$ cat config.mk
export PLATFORM = sky130hd
export DESIGN_NAME = path_search_engine
export DESIGN_NICKNAME = d
export VERILOG_FILES = /design/src/rtl/path_pkg.sv /design/src/rtl/path_min_scan.sv /design/src/rtl/path_search_engine.sv
export SDC_FILE = /design/constraint.sdc
export NUM_CORES = 1
export LEC_CHECK = 0
export BUFFER_PORTS_ARGS = -buffer_cell sky130_fd_sc_hd__buf_2
export CORE_MARGIN = 2
export CORE_UTILIZATION = 57
export CTS_CLUSTER_SIZE = 30
export DETAILED_ROUTE_END_ITERATION = 7
export MAX_ROUTING_LAYER = met4
export PLACE_DENSITY_LB_ADDON = 0.2
export SYNTH_ARGS = -nofsm -noshare
export SYNTH_HDL_FRONTEND = slang
export SYNTH_HIERARCHICAL = 1
export SYNTH_SLANG_ARGS = --single-unit
$ cat constraint.sdc
create_clock -name clk -period 7.3 [get_ports clk]
set_input_delay 1.095 -clock clk [delete_from_list [all_inputs] [get_ports clk]]
set_output_delay 1.095 -clock clk [all_outputs]
set_load 0.02 [all_outputs]
$ cat src/rtl/path_pkg.sv
// ============================================================================
//  Module : path_pkg
//  Brief  : Shared types, state encoding and saturating add for the path engine.
//  Rev    : 1.0  initial release
// ============================================================================
`default_nettype none

package path_pkg;

    localparam int NODE_W_DEF = 5;
    localparam int DIST_W_DEF = 8;
    localparam logic [DIST_W_DEF-1:0] c_INF = '1;

    typedef logic [NODE_W_DEF-1:0] node_id_t;
    typedef logic [DIST_W_DEF-1:0] dist_t;

    typedef enum logic [2:0] {
        S_IDLE  = 3'd0,
        S_INIT  = 3'd1,
        S_SCAN  = 3'd2,
        S_FETCH = 3'd3,
        S_LOAD  = 3'd4,
        S_RELAX = 3'd5,
        S_DONE  = 3'd6,
        S_TRACE = 3'd7
    } state_t;

    // All-ones of a dw-bit cost is reserved for "unreached", so sums clamp one below it.
    function automatic logic [31:0] sat_add(input logic [31:0] a, input logic [31:0] w,
                                            input int unsigned dw);
        logic [32:0] s;
        logic [32:0] lim;
        s   = {1'b0, a} + {1'b0, w};
        lim = (33'd1 << dw) - 33'd1;
        if (s >= lim) s = lim - 33'd1;
        return s[31:0];
    endfunction

endpackage

`default_nettype wire

$ cat src/rtl/path_min_scan.sv
// ============================================================================
//  Module : path_min_scan
//  Brief  : Sequential argmin over unvisited, reachable nodes; lowest id wins ties.
//  Rev    : 1.0  initial release
// ============================================================================
`default_nettype none

module path_min_scan #(
    parameter int NODE_W = 5,
    parameter int DIST_W = 8
) (
    input  logic              clk,
    input  logic              rst,
    input  logic              step_i,
    input  logic              first_i,
    input  logic [NODE_W-1:0] idx_i,
    input  logic [DIST_W-1:0] dist_i,
    input  logic              visited_i,
    output logic [NODE_W-1:0] min_id_o,
    output logic [DIST_W-1:0] min_dist_o,
    output logic              any_valid_o
);

    localparam logic [DIST_W-1:0] c_INF = '1;

    logic [NODE_W-1:0] id_q;
    logic [DIST_W-1:0] md_q;
    logic              valid_q;
    logic              w_base_valid;
    logic [DIST_W-1:0] w_base_dist;
    logic              w_take;

    // Outputs already fold in the element presented this cycle, so the
    // result is usable in the same cycle as the last step.
    always_comb begin
        w_base_valid = valid_q & ~first_i;
        w_base_dist  = w_base_valid ? md_q : c_INF;
        w_take       = step_i && !visited_i && (dist_i != c_INF) && (dist_i < w_base_dist);
        min_id_o     = w_take ? idx_i  : id_q;
        min_dist_o   = w_take ? dist_i : w_base_dist;
        any_valid_o  = w_take | w_base_valid;
    end

    always_ff @(posedge clk) begin
        if (rst) begin
            id_q    <= '0;
            md_q    <= c_INF;
            valid_q <= 1'b0;
        end else if (step_i) begin
            id_q    <= min_id_o;
            md_q    <= min_dist_o;
            valid_q <= any_valid_o;
        end
    end

endmodule

`default_nettype wire

$ cat src/rtl/path_search_engine.sv
// ============================================================================
//  Module : path_search_engine
//  Brief  : Dijkstra shortest-path engine with linear min-scan and external
//           adjacency table. Optional path streaming under PATH_TRACE_EN.
//  Rev    : 1.0  initial release
// ============================================================================
`default_nettype none

module path_search_engine
    import path_pkg::*;
#(
    parameter int N_NODES = 26,
    parameter int NODE_W  = 5,
    parameter int DEG     = 4,
    parameter int WGT_W   = 2,
    parameter int DIST_W  = 8
) (
    input  logic                  clk,
    input  logic                  rst,
    input  logic                  start,
    input  logic [NODE_W-1:0]     st_node,
    input  logic [NODE_W-1:0]     end_node,
    output logic                  busy,
    output logic                  done,
    output logic                  found,
    output logic [DIST_W-1:0]     path_cost,
    output logic                  adj_rd_en,
    output logic [NODE_W-1:0]     adj_addr,
    input  logic [DEG*NODE_W-1:0] adj_node,
    input  logic [DEG*WGT_W-1:0]  adj_wgt,
    input  logic [NODE_W-1:0]     q_addr,
    output logic [NODE_W-1:0]     q_prev,
    output logic [DIST_W-1:0]     q_dist
`ifdef PATH_TRACE_EN
    ,
    output logic [NODE_W-1:0]     trace_node,
    output logic                  trace_valid,
    output logic                  trace_last,
    input  logic                  trace_ready
`endif
);

    localparam int                c_SLOT_W = (DEG > 1) ? $clog2(DEG) : 1;
    localparam logic [DIST_W-1:0] c_DIST_INF = '1;
    localparam logic [NODE_W:0]   c_N = (NODE_W+1)'(N_NODES);
    localparam logic [NODE_W-1:0] c_LAST = NODE_W'(N_NODES-1);

    state_t              state_q, state_d;
    logic [NODE_W-1:0]   st_q, end_q, cur_q, cnt_q;
    logic [c_SLOT_W-1:0] slot_q;
    logic                found_q;
    logic [DIST_W-1:0]   path_cost_q;
    logic [DIST_W-1:0]   dist_q    [N_NODES];
    logic [NODE_W-1:0]   prev_q    [N_NODES];
    logic [N_NODES-1:0]  visited_q;
    logic [NODE_W-1:0]   enode_q   [DEG];
    logic [WGT_W-1:0]    ewgt_q    [DEG];
`ifdef PATH_TRACE_EN
    logic [NODE_W-1:0]   tr_q;
`endif

    logic                w_start_ok, w_cnt_last, w_slot_last;
    logic [NODE_W-1:0]   w_min_id;
    logic [DIST_W-1:0]   w_min_dist;
    logic                w_any_valid;
    logic [NODE_W-1:0]   w_nn, w_nn_idx;
    logic                w_nn_ok;
    logic [DIST_W-1:0]   w_nd;
    logic                w_relax;

    path_min_scan #(
        .NODE_W (NODE_W),
        .DIST_W (DIST_W)
    ) u_scan (
        .clk         (clk),
        .rst         (rst),
        .step_i      (state_q == S_SCAN),
        .first_i     (cnt_q == '0),
        .idx_i       (cnt_q),
        .dist_i      (dist_q[cnt_q]),
        .visited_i   (visited_q[cnt_q]),
        .min_id_o    (w_min_id),
        .min_dist_o  (w_min_dist),
        .any_valid_o (w_any_valid)
    );

    always_comb begin
        w_start_ok  = ({1'b0, st_node} < c_N) && ({1'b0, end_node} < c_N);
        w_cnt_last  = (cnt_q == c_LAST);
        w_slot_last = (slot_q == c_SLOT_W'(DEG-1));
        w_nn        = enode_q[slot_q];
        w_nn_idx    = ({1'b0, w_nn} < c_N) ? w_nn : '0;
        w_nn_ok     = ({1'b0, w_nn} < c_N) && !visited_q[w_nn_idx];
        w_nd        = DIST_W'(sat_add(32'(dist_q[cur_q]), 32'(ewgt_q[slot_q]), DIST_W));
        w_relax     = w_nn_ok && (w_nd < dist_q[w_nn_idx]);
    end

    always_ff @(posedge clk) begin
        if (rst) state_q <= S_IDLE;
        else     state_q <= state_d;
    end

    always_comb begin
        state_d   = state_q;
        busy      = 1'b1;
        done      = 1'b0;
        adj_rd_en = 1'b0;
        case (state_q)
            S_IDLE: begin
                busy = 1'b0;
                if (start) state_d = w_start_ok ? S_INIT : S_DONE;
            end
            S_INIT:  if (w_cnt_last) state_d = S_SCAN;
            S_SCAN: begin
                if (w_cnt_last) begin
                    if (!w_any_valid)         state_d = S_DONE;
`ifdef PATH_TRACE_EN
                    else if (w_min_id == end_q) state_d = S_TRACE;
`else
                    else if (w_min_id == end_q) state_d = S_DONE;
`endif
                    else                      state_d = S_FETCH;
                end
            end
            S_FETCH: begin
                adj_rd_en = 1'b1;
                state_d   = S_LOAD;
            end
            S_LOAD:  state_d = S_RELAX;
            S_RELAX: if (w_slot_last) state_d = S_SCAN;
`ifdef PATH_TRACE_EN
            S_TRACE: if (trace_ready && (tr_q == st_q)) state_d = S_DONE;
`endif
            S_DONE: begin
                busy    = 1'b0;
                done    = 1'b1;
                state_d = S_IDLE;
            end
            default: state_d = S_IDLE;
        endcase
    end

    always_ff @(posedge clk) begin
        if (rst) begin
            st_q        <= '0;
            end_q       <= '0;
            cur_q       <= '0;
            cnt_q       <= '0;
            slot_q      <= '0;
            found_q     <= 1'b0;
            path_cost_q <= c_DIST_INF;
        end else begin
            case (state_q)
                S_IDLE: begin
                    if (start) begin
                        st_q    <= st_node;
                        end_q   <= end_node;
                        found_q <= 1'b0;
                        cnt_q   <= '0;
                        if (!w_start_ok) path_cost_q <= c_DIST_INF;
                    end
                end
                S_INIT: begin
                    dist_q[cnt_q]    <= c_DIST_INF;
                    prev_q[cnt_q]    <= cnt_q;
                    visited_q[cnt_q] <= 1'b0;
                    cnt_q            <= cnt_q + 1'b1;
                    if (w_cnt_last) begin
                        dist_q[st_q] <= '0;
                        cnt_q        <= '0;
                    end
                end
                S_SCAN: begin
                    cnt_q <= cnt_q + 1'b1;
                    if (w_cnt_last) begin
                        cnt_q <= '0;
                        if (w_any_valid) begin
                            cur_q               <= w_min_id;
                            visited_q[w_min_id] <= 1'b1;
                            if (w_min_id == end_q) begin
                                found_q     <= 1'b1;
                                path_cost_q <= w_min_dist;
                            end
                        end else begin
                            path_cost_q <= c_DIST_INF;
                        end
                    end
                end
                S_LOAD: begin
                    for (int i = 0; i < DEG; i++) begin
                        enode_q[i] <= adj_node[i*NODE_W +: NODE_W];
                        ewgt_q[i]  <= adj_wgt[i*WGT_W +: WGT_W];
                    end
                    slot_q <= '0;
                end
                S_RELAX: begin
                    // Strict less-than: the earliest relaxation of equal cost is kept.
                    if (w_relax) begin
                        dist_q[w_nn_idx] <= w_nd;
                        prev_q[w_nn_idx] <= cur_q;
                    end
                    slot_q <= slot_q + 1'b1;
                end
                default: ;
            endcase
        end
    end

`ifdef PATH_TRACE_EN
    always_ff @(posedge clk) begin
        if (rst) begin
            tr_q <= '0;
        end else if (state_q == S_SCAN && w_cnt_last) begin
            tr_q <= end_q;
        end else if (state_q == S_TRACE && trace_ready && (tr_q != st_q)) begin
            tr_q <= prev_q[tr_q];
        end
    end

    always_comb begin
        trace_node  = tr_q;
        trace_valid = (state_q == S_TRACE);
        trace_last  = (state_q == S_TRACE) && (tr_q == st_q);
    end
`endif

    always_comb begin
        found     = found_q;
        path_cost = path_cost_q;
        adj_addr  = cur_q;
        q_prev    = ({1'b0, q_addr} < c_N) ? prev_q[q_addr] : q_addr;
        q_dist    = ({1'b0, q_addr} < c_N) ? dist_q[q_addr] : c_DIST_INF;
    end

endmodule

`default_nettype wire
======== Word level (Yosys, flattened, before mapping) ========
Memory sizes are Yosys's and may differ from the RTL's. A register that Yosys moved wholly into a read port is not among the register bits.
Cells that the tools add are included.
storage, ports and cells
  bits in registers ....................... 74
  bits in latches ......................... 0
  RAM bits ................................ 366
  ROM bits ................................ 0
  bits of input ports ..................... 46
  output and inout port bits .............. 30
  logic and storage cells ................. 155
  memories kept ........................... 4
memories
  memory   words  width  rd ports  clocked after Yosys merged registers in  wr ports  RTL line                  text
  dist_q   26     8      4         2                                        2         path_search_engine.sv:53  logic [DIST_W-1:0] dist_q [N_NODES];
  prev_q   26     5      1         0                                        1         path_search_engine.sv:54  logic [NODE_W-1:0] prev_q [N_NODES];
  enode_q  4      5      1         1                                        4         path_search_engine.sv:56  logic [NODE_W-1:0] enode_q [DEG];
  ewgt_q   4      2      1         1                                        4         path_search_engine.sv:57  logic [WGT_W-1:0] ewgt_q [DEG];
operators by class
  add/sub/neg operators ................... 3
  multiply operators ...................... 0
  divide/modulo/power cells ............... 0
  $lt $le $gt $ge ......................... 12
  equal/unequal tests ..................... 18
  shift operators ......................... 0
  multiplexer cells ....................... 72
  bitwise logic cells ..................... 7
  reductions and logical operators ........ 27
operators by type and width
  kind                                                  count
  2-to-1 mux 8 bit                                      10
  2-to-1 mux 5 bit                                      12
  2-to-1 mux 26 bit                                     2
  case mux 26 bit (2 select lines)                      1
  2-to-1 mux 1 bit                                      27
  bitwise AND 26 bit                                    1
  NOT 26 bit                                            1
  bitwise OR 26 bit                                     1
  2-to-1 mux 3 bit                                      7
  < comparator 5 bit (second input constant)            4
  < comparator 5 x 6 -> 1 bit (second input constant)   3
  case mux 3 bit (6 select lines)                       1
  < comparator 8 bit                                    2
  case mux 8 bit (2 select lines)                       1
  != test 2 bit (second input constant)                 7
  binary-select mux 1 bit (select 5 bit)                2
  demux 1 bit (select 5 bit)                            2
  >= comparator 5 x 1 -> 1 bit (second input constant)  2
  case mux 5 bit (2 select lines)                       1
  AND reduction 5 bit                                   2
  adder 8 x 2 -> 9 bit                                  1
  equality test 3 bit (second input constant)           3
  >= comparator 9 x 8 -> 1 bit (second input constant)  1
  logical AND 1 bit                                     8
  other kinds (25)                                      37

======== Logic depth before layout (Yosys ltp) ========
Gate-level depths: netlist (run 1).
  word-level depth ........................ 15
  depth in mapped cells ................... 30
  depth with buffers taken out ............ 23

======== Hierarchy ========
Netlist (run 1), hierarchy kept.
modules (own cells, without submodules)
  module              times used  cells an instance  area an instance (µm²)  seq. area each (µm²)
  path_search_engine  1           2,203              25,309.3                10,610.2
  path_min_scan       1           119                937.1                   280.3

======== Worst setup path after synthesis (run 1) ========
OpenSTA, ideal clock, no wires.
  path type ............................... reg2reg
  from .................................... reg with a tool-made name
  to ...................................... mem prev_q[0][0], data pin
  library setup time ...................... 0.408 ns
  arrival ................................. 7.291 ns
  data required time ...................... 6.892 ns
  slack ................................... -0.399 ns
  cell stages (with the launch flop) ...... 28
  buffers on the path ..................... 6
  period minus slack after synthesis ...... 7.699 ns
  path through ............................ dfxtp_1 buf_6 buf_2 buf_2 buf_1 mux4_2 mux4_2 mux2_2 ha_1 fa_1 nor2b_1 nand4_1 nor2_1 nor2_1 inv_1 ha_1 a21o_1 a21o_1 a211oi_1 o41ai_1 a311oi_1 nor4b_4 nand3_2 nand2_1 buf_4 buf_4 nand2_1 o21ai_0
RTL lines
  what              RTL line
  end: declaration  path_search_engine.sv:54

==> flow_summary.json, run 1 <==
{
  "avgSynthCellArea_um2": 11.3,
  "dp_slack_ns": 0.463,
  "gp_congestion": 1.02,
  "hold_viol": 0,
  "initial_core_util_pct": 57.8,
  "firstDrtPassIters": 6,
  "drive_above_1_share_pct": 27.9,
  "grt_usage_pct": 42.1,
  "dpl.hpwl_mm": 69.2,
  "ys_async_sr_fraction_pct": 0,
  "dr_total_vias": 22300,
  "synth_top_area_share_pct": 21.1,
  "finalMaxSlewViolations": 0,
  "synth.yosys.seq_area_share_pct": 41.5,
  "port_buffers": 75,
  "rsz0062_at_grt": "no",
  "rows": 78,
  "grt_overflow": 0,
  "worst_pin_slew_ns": 1.17,
  "ys.flop_type": "dfxtp_1",
  "period_needed_ns": 7.02,
  "die_area_mm2": 0.0478,
  "cts_setup_buffers": 0,
  "start_kind": "flip-flop",
  "status": "finished, final reports clean",
  "synthCells": 2322,
  "min_path_cells": 2,
  "nets": 2466,
  "dieHeight_um": 219,
  "vdd_drop_max_v": 0.000271,
  "routed_wl_mm": 96.4,
  "cts_tree": "yes",
  "final_util_pct": 64.6,
  "finalSetupViolations": 0,
  "insertion_delay_ns": 0.62,
  "grt_pass1_wl_mm": 143,
  "place_area_mm2": 0.0278,
  "die_w_um": 219,
  "ys_warn_count": 6,
  "synth_commonest_cells": "268 x dfxtp_1, 214 x mux4_2, 195 x nand2_1",
  "synth_area_mm2": 0.0262,
  "relSlewSlack_pct": 21.8,
  "finClkSkew_ns": 0.0233,
  "grt_start_max_net_pins": 54,
  "timing.rr.end": "prev_q[10][2]$_DFFE_PP_",
  "p_leak_uw": 0.0106,
  "min_path_type": "reg2reg",
  "synth.largest_area_cell": "edfxtp_1",
  "stdcell_area_mm2": 0.0293,
  "cp_cell_sequence": "buf_4 > mux4_2 > mux4_2 > mux2_2 > ha_1 > a21o_1 > nand4_1 > nor3_1 > mux2i_1 > ha_1 > or4_1 > a211oi_1 > o41ai_1 > a311oi_1 > nor4b_4 > and3_1 > buf_4 > o211ai_4 > and2_1 > inv_1",
  "regToRegSetupSlack_ns": 0.28,
  "crit_arrival_ns": 7.32,
  "regArea_mm2": 0.0109,
  "cp_slowest_cell": "dfxtp_2",
  "antennaDiodeCount": 0,
  "end_kind": "flip-flop",
  "n_fill_cell": 3574,
  "drc": 0,
  "numCtsBuffers": 48,
  "fin_cells": 3037,
  "syn-num-nets": 2390,
  "yosysMostFrequentCell": "dfxtp_1",
  "ctsResizeCount": 0,
  "clk_path_buf_depth": 3,
  "path_class": "reg2reg",
  "io_pins": 76,
  "cts_root_buffer": "clkbuf_16",
  "htree_levels": 2,
  "synth_edf_count": 184,
  "power_density_mw_per_mm2": 292,
  "cts_hold_buf": 0,
  "timing.hold.ws_ns": 0.468,
  "max_freq_mhz": 143,
  "hp-start": "end_q[3]$_SDFFE_PP0P_",
  "worst_slack_ns": 0.285,
  "maxCapViolCount": 0,
  "crit_path_max_fanout": 12,
  "core_mm2": 0.0454,
  "clk_pin_slew_ns": 0.06,
  "reg2regPathDepth": 20,
  "critPathMaxStageDelay_ns": 0.65,
  "area_growth_pct": 11.7,
  "dp.cells": 2948,
  "cts.sinks": 452,
  "required_ns": 7.60,
  "grt_pass1_vias": 21700,
  "ys_types": 88,
  "drt_iter0_drc": 2599,
  "synth.top_cells.by_area": "edfxtp_1 21%, dfxtp_1 20%, mux4_2 18%",
  "finalCritPeriodShare_pct": 96.1,
  "drtAntennaViolNets": 0,
  "post_drt_wl_per_cell_um": 31.7,
  "synth-seq-cells": 452,
  "multiInputGateArea_mm2": 0.0143,
  "holdPathEnd": "end_q[3]$_SDFFE_PP0P_",
  "antenna_found_initial": 0,
  "vias_per_cell": 7.35
}
-- per-stage QoR --
stage	power, µW	TNS (ns)
2_1_floorplan	5000	-1.71
3_3_place_gp	6050	0
3_5_place_dp	6080	0
4_1_cts	8450	0
5_1_grt	8860	0
6_report	8560	0
-- report_power, final --
group | switching (µW) | internal, µW
registers | 308 | 2850
logic | 1840 | 1160
clock network | 1060 | 1340
-- cell families after synthesis --
kind of cell,count (synthesis),synth area share [%]
multiplexers,343,23.5
AO/OA/AOI/OAI,647,18.9
flip-flops,452,41.5
buffers and inverters,249,4.06
AND/OR/NAND/NOR,596,10.6
adder cells (fa/ha/maj),22,1.08
XOR/XNOR,13,0.434
-- final cells by class --
cell class	instances	area share (%)
Multi-Input combinational cell	1621	48.9
Clock inverter	21	0.631
Tap cell	600	2.56
Sequential cell	452	37.2
Inverter	68	0.870
Clock buffer	68	4.52
Timing Repair Buffer	207	5.37
-- routing by layer --
layer	up-vias	wire length [µm]	global-route usage [%]
met3	361	10400	9.45
met5	-	0	-
met1	11000	35300	52.0
li1	9392	-	-
met4	0	6650	24.3
met2	1561	44100	63.8
-- worst max path at each step --
stage              start                         end  slack, ns  depth (start not counted)
4_1_cts        flip-flop     prev_q[10][0]$_DFFE_PP_       0.40                         20
2_1_floorplan  flip-flop      prev_q[0][1]$_DFFE_PP_      -0.03                         27
3_5_place_dp   flip-flop  dist_q[10][5]$_SDFFE_PP0P_       0.46                         21
6_report       flip-flop     prev_q[10][2]$_DFFE_PP_       0.28                         20
5_1_grt        flip-flop     prev_q[10][4]$_DFFE_PP_       0.06                         20
3_3_place_gp   flip-flop     prev_q[10][0]$_DFFE_PP_       0.55                         20
-- sequential cells by signal, indices dropped and copies added, names as in the netlist, 8 cells and up, named ones only --
name	cells
u_scan/md_q	8
dist_q	208
visited_q	26
ewgt_q	8
enode_q	20
path_cost	8
prev_q	130
-- cells in the final DEF (no fill, tap or decap), types with 15 or more instances in the layout --
master and n:
mux4_2 214, o211ai_1 22, a21oi_1 92, nor2_1 178, o21ai_0 98, mux2_2 37, a211oi_1 114, buf_12 16
edfxtp_1 184, nor2b_1 21, nand3_1 44, mux2i_1 92, clkbuf_16 48, o221a_2 82, buf_4 117, a211oi_2 16
inv_1 67, nor3_1 47, buf_2 73, a311oi_1 19, nand4_1 19, dfxtp_1 264, clkbuf_1 15, a221oi_1 18
a31oi_1 20, nand2_1 193, ha_1 21
-- worst max-delay path: cells and delay by family (launching register included) --
kind            cells  cell delay, ns
simple gates        6            1.84
compound gates      5            1.12
buf+inv             3            0.76
flops               1            0.65
fa+ha+maj           2            0.63
mux                 4            1.71
(Power assumes the default switching activity.)
==> run 2, diff against run 1 <==
--- a/config.mk
+++ b/config.mk
@@ -6,4 +6,5 @@
 export NUM_CORES = 1
 export LEC_CHECK = 0
+export ABC_CLOCK_PERIOD_IN_PS = 7300
 export BUFFER_PORTS_ARGS = -buffer_cell sky130_fd_sc_hd__buf_2
 export CORE_MARGIN = 2
==> constraint.sdc (replaced) <==
create_clock -name clk -period 7.3 [get_ports clk]
set_input_delay 1.095 -clock clk [delete_from_list [all_inputs] [get_ports clk]]
set_output_delay 1.095 -clock clk [all_outputs]
set_load 0.005 [all_outputs]
==> run 2 against run 1 <==
  * Die area unchanged
  * Core utilization up 0.22 points
  * Worst hold slack hardly changed
  * Sequential share of layout area shrank 0.12 points
  * Combinational power about the same
  * Clock skew hardly changed
  * Largest cell class unchanged
  * Highest routed layer unchanged
==> flow_summary.json, run 2 (synthesized netlist as in run 1, its figures left out) <==
{
  "min_path_type": "reg2reg",
  "crit_arrival_ns": 7.43,
  "largest_reg_flops": 208,
  "drtAntennaViolNets": 0,
  "numCtsBuffers": 48,
  "power_frac_comb_pct": 34.4,
  "post_drt_wl_per_cell_um": 31.8,
  "max_freq_mhz": 145,
  "regToRegSetupSlack_ns": 0.39,
  "antenna_found_initial": 2,
  "maxCapViolCount": 0,
  "dpl.hpwl_mm": 69.1,
  "die_area_mm2": 0.0478,
  "worst_pin_slew_ns": 1.20,
  "rsz0062_at_grt": "no",
  "grt_pass1_vias": 21900,
  "crit_path_max_fanout": 16,
  "grt_overflow": 0,
  "htree_levels": 2,
  "final_common_cell": "dfxtp_1",
  "power.share.clock_pct": 29.1,
  "finalCritPeriodShare_pct": 94.6,
  "finalSetupViolations": 0,
  "regArea_mm2": 0.0109,
  "start_kind": "flip-flop",
  "area_growth_pct": 12.1,
  "clk_path_buf_depth": 3,
  "end_kind": "flip-flop",
  "rows": 78,
  "fin_cells": 3037,
  "io_pins": 76,
  "firstDrtPassIters": 6,
  "drc": 0,
  "die_w_um": 219,
  "power.internal_uw": 5490,
  "cts_root_buffer": "clkbuf_16",
  "final_util_pct": 64.8,
  "core_mm2": 0.0454,
  "cts_hold_buf": 0,
  "grt_usage_pct": 42.2,
  "p_leak_uw": 0.0107,
  "sequentialPowerShare_pct": 36.4,
  "clk_pin_slew_ns": 0.06,
  "drive_above_1_share_pct": 28.2,
  "port_buffers": 75,
  "finalSetupTns_ns": 0,
  "layout.cells.most_common_list": "264 x dfxtp_1, 214 x mux4_2, 193 x nand2_1",
  "dieHeight_um": 219,
  "finClkSkew_ns": 0.0231,
  "drt_iter0_drc": 2635,
  "period_needed_ns": 6.91,
  "timing.rr.end": "dist_q[10][7]$_SDFFE_PP0P_",
  "cts.sinks": 452,
  "relSlewSlack_pct": 19.5,
  "initial_core_util_pct": 57.8,
  "vdd_drop_max_v": 0.000240,
  "finalMaxSlewViolations": 0,
  "multiInputGateArea_mm2": 0.0143,
  "required_ns": 7.83,
  "cts_tree": "yes",
  "grt_start_max_net_pins": 54,
  "routed_wl_mm": 96.7,
  "swShare_pct": 36.7,
  "path_class": "reg2reg",
  "hold_viol": 0,
  "n_fill_cell": 3531,
  "vias_per_cell": 7.34,
  "grt_pass1_wl_mm": 144,
  "largest-register": "dist_q",
  "dp.cells": 2948,
  "gp_congestion": 1.03,
  "power_density_mw_per_mm2": 295,
  "cts_setup_buffers": 0,
  "nets": 2466,
  "p_switching_uw": 3180,
  "dr_total_vias": 22300,
  "insertion_delay_ns": 0.61,
  "endpoint": "dist_q[10][7]$_SDFFE_PP0P_",
  "status": "finished, final reports clean",
  "reg_top3": "dist_q x208, prev_q x130, visited_q x26",
  "reg2regPathDepth": 21
}
==> run 2: changes by cell type in the layout (fill, tap and decap cells not counted), sizes merged <==
cell	delta
clkinv	-5
bufinv	+4
clkbuf	-4
diode	+3
clkinvlp	+2
==> run 2: layout make-up <==
cell class	instances	share of cell area, %
antenna	3	0.0255
clock buffer	64	4.46
clock inverter	22	0.982
inverter	68	0.867
multi-input combinational	1621	48.7
sequential	452	37.0
tap	600	2.55
timing repair buffer	207	5.35
==> run 2: layer usage <==
metal	routed length (µm)	track usage (%)
met1	35300	52.1
met2	43600	63.0
met3	10800	9.98
met4	7000	26.0
met5	0	-
==> run 2: repair_timing <==
item | 4_1_cts | 5_1_grt
resized for setup | 0 | 1
setup endpoints to repair | 0 | 6
endpoints found under the hold margin | 0 | 0
==> run 2: worst min-delay path by stage <==
stage,start,to,slack (ns),cells past startpoint
after floorplan,u_scan/valid_q$_SDFFE_PP0P_,u_scan/valid_q$_SDFFE_PP0P_,0.44,2
after global placement,end_q[1]$_SDFFE_PP0P_,end_q[1]$_SDFFE_PP0P_,0.46,2
after detailed placement,end_q[0]$_SDFFE_PP0P_,end_q[0]$_SDFFE_PP0P_,0.46,2
after CTS,end_q[0]$_SDFFE_PP0P_,end_q[0]$_SDFFE_PP0P_,0.47,2
after global routing,end_q[3]$_SDFFE_PP0P_,end_q[3]$_SDFFE_PP0P_,0.49,2
final,end_q[3]$_SDFFE_PP0P_,end_q[3]$_SDFFE_PP0P_,0.47,2
==> run 2: stage by stage <==
step / setup slack, ns / power, µW / cell area, µm² / hold WS [ns]
after floorplan: -0.0233 / 4980 / 26200 / 0.444
after global placement: 0.561 / 6030 / 27800 / 0.459
after detailed placement: 0.449 / 6050 / 27800 / 0.463
after CTS: 0.428 / 8560 / 29400 / 0.471
after global routing: 0.140 / 8980 / 29400 / 0.494
final: 0.393 / 8670 / 29400 / 0.469
==> run 2: power groups by stage <==
stage	clock (µW)	sequential, µW	combinational, µW
6_report	2530	3160	2980
5_1_grt	2640	3190	3150
4_1_cts	2540	3150	2870
3_5_place_dp	0	3200	2860
3_3_place_gp	0	3190	2850
2_1_floorplan	0	3030	1950
==> run 2: worst max-delay path, stage by stage, from the launching register on <==
cell      delay [ns]
dfxtp_1         0.55
mux4_2          0.76
a21boi_4        0.72
buf_4           0.29
mux2i_1         0.22
a211oi_1        0.10
a31oi_1         0.28
o22ai_1         0.11
o21ai_0         0.51
ha_1            0.36
a21o_1          0.16
a21o_1          0.21
a211oi_1        0.24
o41ai_1         0.11
a311oi_1        0.45
nor4b_4         0.34
and3_1          0.31
buf_4           0.23
o211ai_4        0.16
and2_1          0.28
buf_4           0.21
a211oi_2        0.22
==> run 3, diff against run 2 <==
Settings changed: ABC_CLOCK_PERIOD_IN_PS 7300 to 5850, SYNTH_HIERARCHICAL 1 to not set.
Clock period 7.3 ns to 5.85 ns, I/O delays scaled along.
==> run 3 against run 2 <==
  * The flow now finishes with violations (setup timing)
  * Sequential cell count unchanged
  * Core utilization up 7.2 points
  * Sequential power up 24%
  * Highest routed layer unchanged
  * Non-clock buffer count up 169
  * Register-to-register slack worse by 0.61 ns
  * Setup slack worse by 0.61 ns
  * Worst hold slack worse by 0.023 ns
==> flow_summary.json, run 3 <==
{
  "finClkSkew_ns": 0.0242,
  "cts.sinks": 452,
  "ys_warn_count": 0,
  "largest-register": "dist_q",
  "dr_total_vias": 25100,
  "reg_top3": "dist_q x208, prev_q x130, visited_q x26",
  "firstDrtPassIters": 8,
  "numCtsBuffers": 48,
  "synth_top_area_share_pct": 21.2,
  "end_kind": "flip-flop",
  "cts_root_buffer": "clkbuf_16",
  "clk_path_buf_depth": 3,
  "die_area_mm2": 0.0474,
  "power_density_mw_per_mm2": 354,
  "syn-num-nets": 2546,
  "finalSetupViolations": 401,
  "htree_levels": 2,
  "cts_hold_buf": 0,
  "cp_slowest_cell": "mux4_2",
  "worst_slack_ns": -0.216,
  "grt_overflow": 0,
  "violations": "setup timing",
  "cts_tree": "yes",
  "min_path_type": "in2reg",
  "die_w_um": 218,
  "synth.top_cells.by_area": "edfxtp_1 21%, dfxtp_1 21%, mux4_2 14%",
  "synthCells": 2478,
  "reg2regPathDepth": 23,
  "critPathMaxStageDelay_ns": 0.65,
  "gp_congestion": 1.13,
  "n_fill_cell": 3158,
  "finalMaxSlewViolations": 0,
  "multiInputGateArea_mm2": 0.0153,
  "ys_types": 75,
  "path_class": "reg2reg",
  "synth.yosys.seq_area_share_pct": 41.8,
  "maxCapViolCount": 0,
  "insertion_delay_ns": 0.61,
  "ys.flop_type": "dfxtp_1",
  "drive_above_1_share_pct": 33.9,
  "rsz0062_at_grt": "yes",
  "grt_usage_pct": 48.4,
  "routed_wl_mm": 115,
  "status": "complete, but fails checks",
  "max_freq_mhz": 165,
  "synth_edf_count": 184,
  "crit_path_max_fanout": 18,
  "p_total_uw": 11500,
  "relSlewSlack_pct": 3.18,
  "vias_per_cell": 7.49,
  "timing.hold.ws_ns": 0.445,
  "grt_pass1_wl_mm": 160,
  "start_kind": "flip-flop",
  "synth.largest_area_cell": "edfxtp_1",
  "period_needed_ns": 6.07,
  "regArea_mm2": 0.0109,
  "io_pins": 76,
  "cp_top_family": "compound AO/OA/AOI/OAI gates",
  "yosysMostFrequentCell": "nand2_1",
  "core_mm2": 0.0452,
  "drtAntennaViolNets": 0,
  "min_path_cells": 1,
  "layout.cells.most_common_list": "329 x nand2_1, 265 x dfxtp_1, 204 x buf_4",
  "nets": 2775,
  "dieHeight_um": 218,
  "antenna_found_initial": 5,
  "grt_pass1_vias": 23400,
  "synth_area_mm2": 0.0260,
  "area_growth_pct": 25.0,
  "cp_num_buf_inv": 6,
  "largest_reg_flops": 208,
  "ys_async_sr_fraction_pct": 0,
  "dpl.hpwl_mm": 77.4,
  "grt_start_max_net_pins": 64,
  "drc": 0,
  "rows": 78,
  "regToRegSetupSlack_ns": -0.22,
  "initial_core_util_pct": 57.6,
  "port_buffers": 75,
  "final_common_cell": "nand2_1",
  "dp.cells": 3210,
  "fin_cells": 3353,
  "timing.rr.end": "dist_q[6][2]$_SDFFE_PP0P_",
  "clk_pin_slew_ns": 0.07,
  "drt_iter0_drc": 3861,
  "vdd_drop_max_v": 0.000307,
  "synth-seq-cells": 452,
  "post_drt_wl_per_cell_um": 34.3,
  "synth_commonest_cells": "334 x nand2_1, 268 x dfxtp_1, 184 x edfxtp_1",
  "hp-start": "adj_node[17]",
  "avgSynthCellArea_um2": 10.5,
  "p_leak_uw": 0.0114,
  "crit_arrival_ns": 6.56,
  "cp_common_cell": "buf_4",
  "holdPathEnd": "enode_q[3][2]$_DFFE_PP_",
  "hold_viol": 0,
  "required_ns": 6.34,
  "worst_pin_slew_ns": 1.45,
  "finalCritPeriodShare_pct": 104,
  "cp_cell_sequence": "buf_12 > mux4_2 > buf_4 > o211a_1 > nor2_4 > buf_4 > and3_1 > a311oi_1 > a31oi_1 > o21ai_0 > a21oi_1 > ha_4 > a21o_1 > a21oi_2 > o211ai_1 > a211oi_2 > nand4_1 > a31o_4 > buf_4 > buf_12 > or3_4 > clkbuf_16 > o221a_2"
}
[run 3: routing by layer]
| metal | GRT usage (%) | share of wire (%) | up-vias | wire length (µm) |
|---|---|---|---|---|
| li1 | - | - | 10100 | - |
| met1 | 59.6 | 35 | 12200 | 39700 |
| met2 | 67.7 | 41 | 2261 | 47300 |
| met3 | 18.3 | 16 | 588 | 18600 |
| met4 | 28.6 | 8.2 | 0 | 9470 |
| met5 | - | 0 | - | 0 |
[run 3: worst max-delay path by stage]
| stage | startpoint | to | slack [ns] | cells past startpoint |
|---|---|---|---|---|
| floorplan | flip-flop | prev_q[22][0]$_DFFE_PP_ | -0.38 | 25 |
| global placement | flip-flop | dist_q[7][6]$_SDFFE_PP0P_ | -0.19 | 21 |
| detailed placement | flip-flop | dist_q[19][6]$_SDFFE_PP0P_ | -0.29 | 21 |
| CTS | flip-flop | dist_q[22][1]$_SDFFE_PP0P_ | -0.10 | 23 |
| global route | flip-flop | dist_q[22][4]$_SDFFE_PP0P_ | -0.36 | 24 |
| finish | flip-flop | dist_q[6][2]$_SDFFE_PP0P_ | -0.22 | 23 |
[run 3: what timing repair did]
| item | in CTS | in global routing |
|---|---|---|
| buffers inserted | 13 | 19 |
| cloned | 10 | 9 |
| pin swaps | 21 | 42 |
| resized for setup | 77 | 146 |
| setup endpoints to repair | 375 | 503 |
[run 3: kinds of logic (layout without fill, tap and decap cells)]
kind of cell	Yosys count	after routing	share of synthesized area (%)
muxes	340	340	20.7
xor gates and xnor gates	8	8	0.269
AOI/OAI and AO/OA	653	656	19.0
buffers and inverters	234	494	3.88
and+or+nand+nor	769	775	13.2
other	0	6	0
adders and majority gates	22	22	1.09
DFF	452	452	41.8
[run 3: through the flow]
step / utilization, % / setup WS (ns) / area (µm²) / setup TNS (ns)
2_1_floorplan: - / -0.383 / 26500 / -102.90
3_3_place_gp: 64.6 / -0.185 / 29200 / -14.53
3_5_place_dp: 64.6 / -0.288 / 29200 / -42.76
4_1_cts: 69.8 / -0.101 / 31600 / -8.58
5_1_grt: 72.0 / -0.360 / 32500 / -93.56
6_report: 72.0 / -0.216 / 32500 / -36.52
[run 3: worst register-to-register path, delay by kind of cell, from the launching register on]
kind,cells,cell delay (ns)
muxes,1,0.66
buffers and inverters,6,1.29
DFF,1,0.37
AOI/OAI and AO/OA,11,2.25
adders and majority gates,1,0.28
and+or+nand+nor,4,1.13
[run 3: cell type report]
| class | count | area share [%] |
|---|---|---|
| multi-input combinational | 1801 | 47.1 |
| sequential | 452 | 33.5 |
| timing repair buffer | 376 | 11.3 |
| clock buffer | 59 | 4.11 |
| tap | 600 | 2.31 |
| clock inverter | 31 | 1.30 |
| inverter | 28 | 0.346 |
| antenna | 6 | 0.0461 |
[run 3: report_power, final]
part / switching [µW] / leakage (µW) / total, µW / internal, µW
clock: 1400 / 0.000851 / 3440 / 2040
sequential: 333 / 0.00395 / 3910 / 3580
combinational: 2490 / 0.00659 / 4170 / 1680
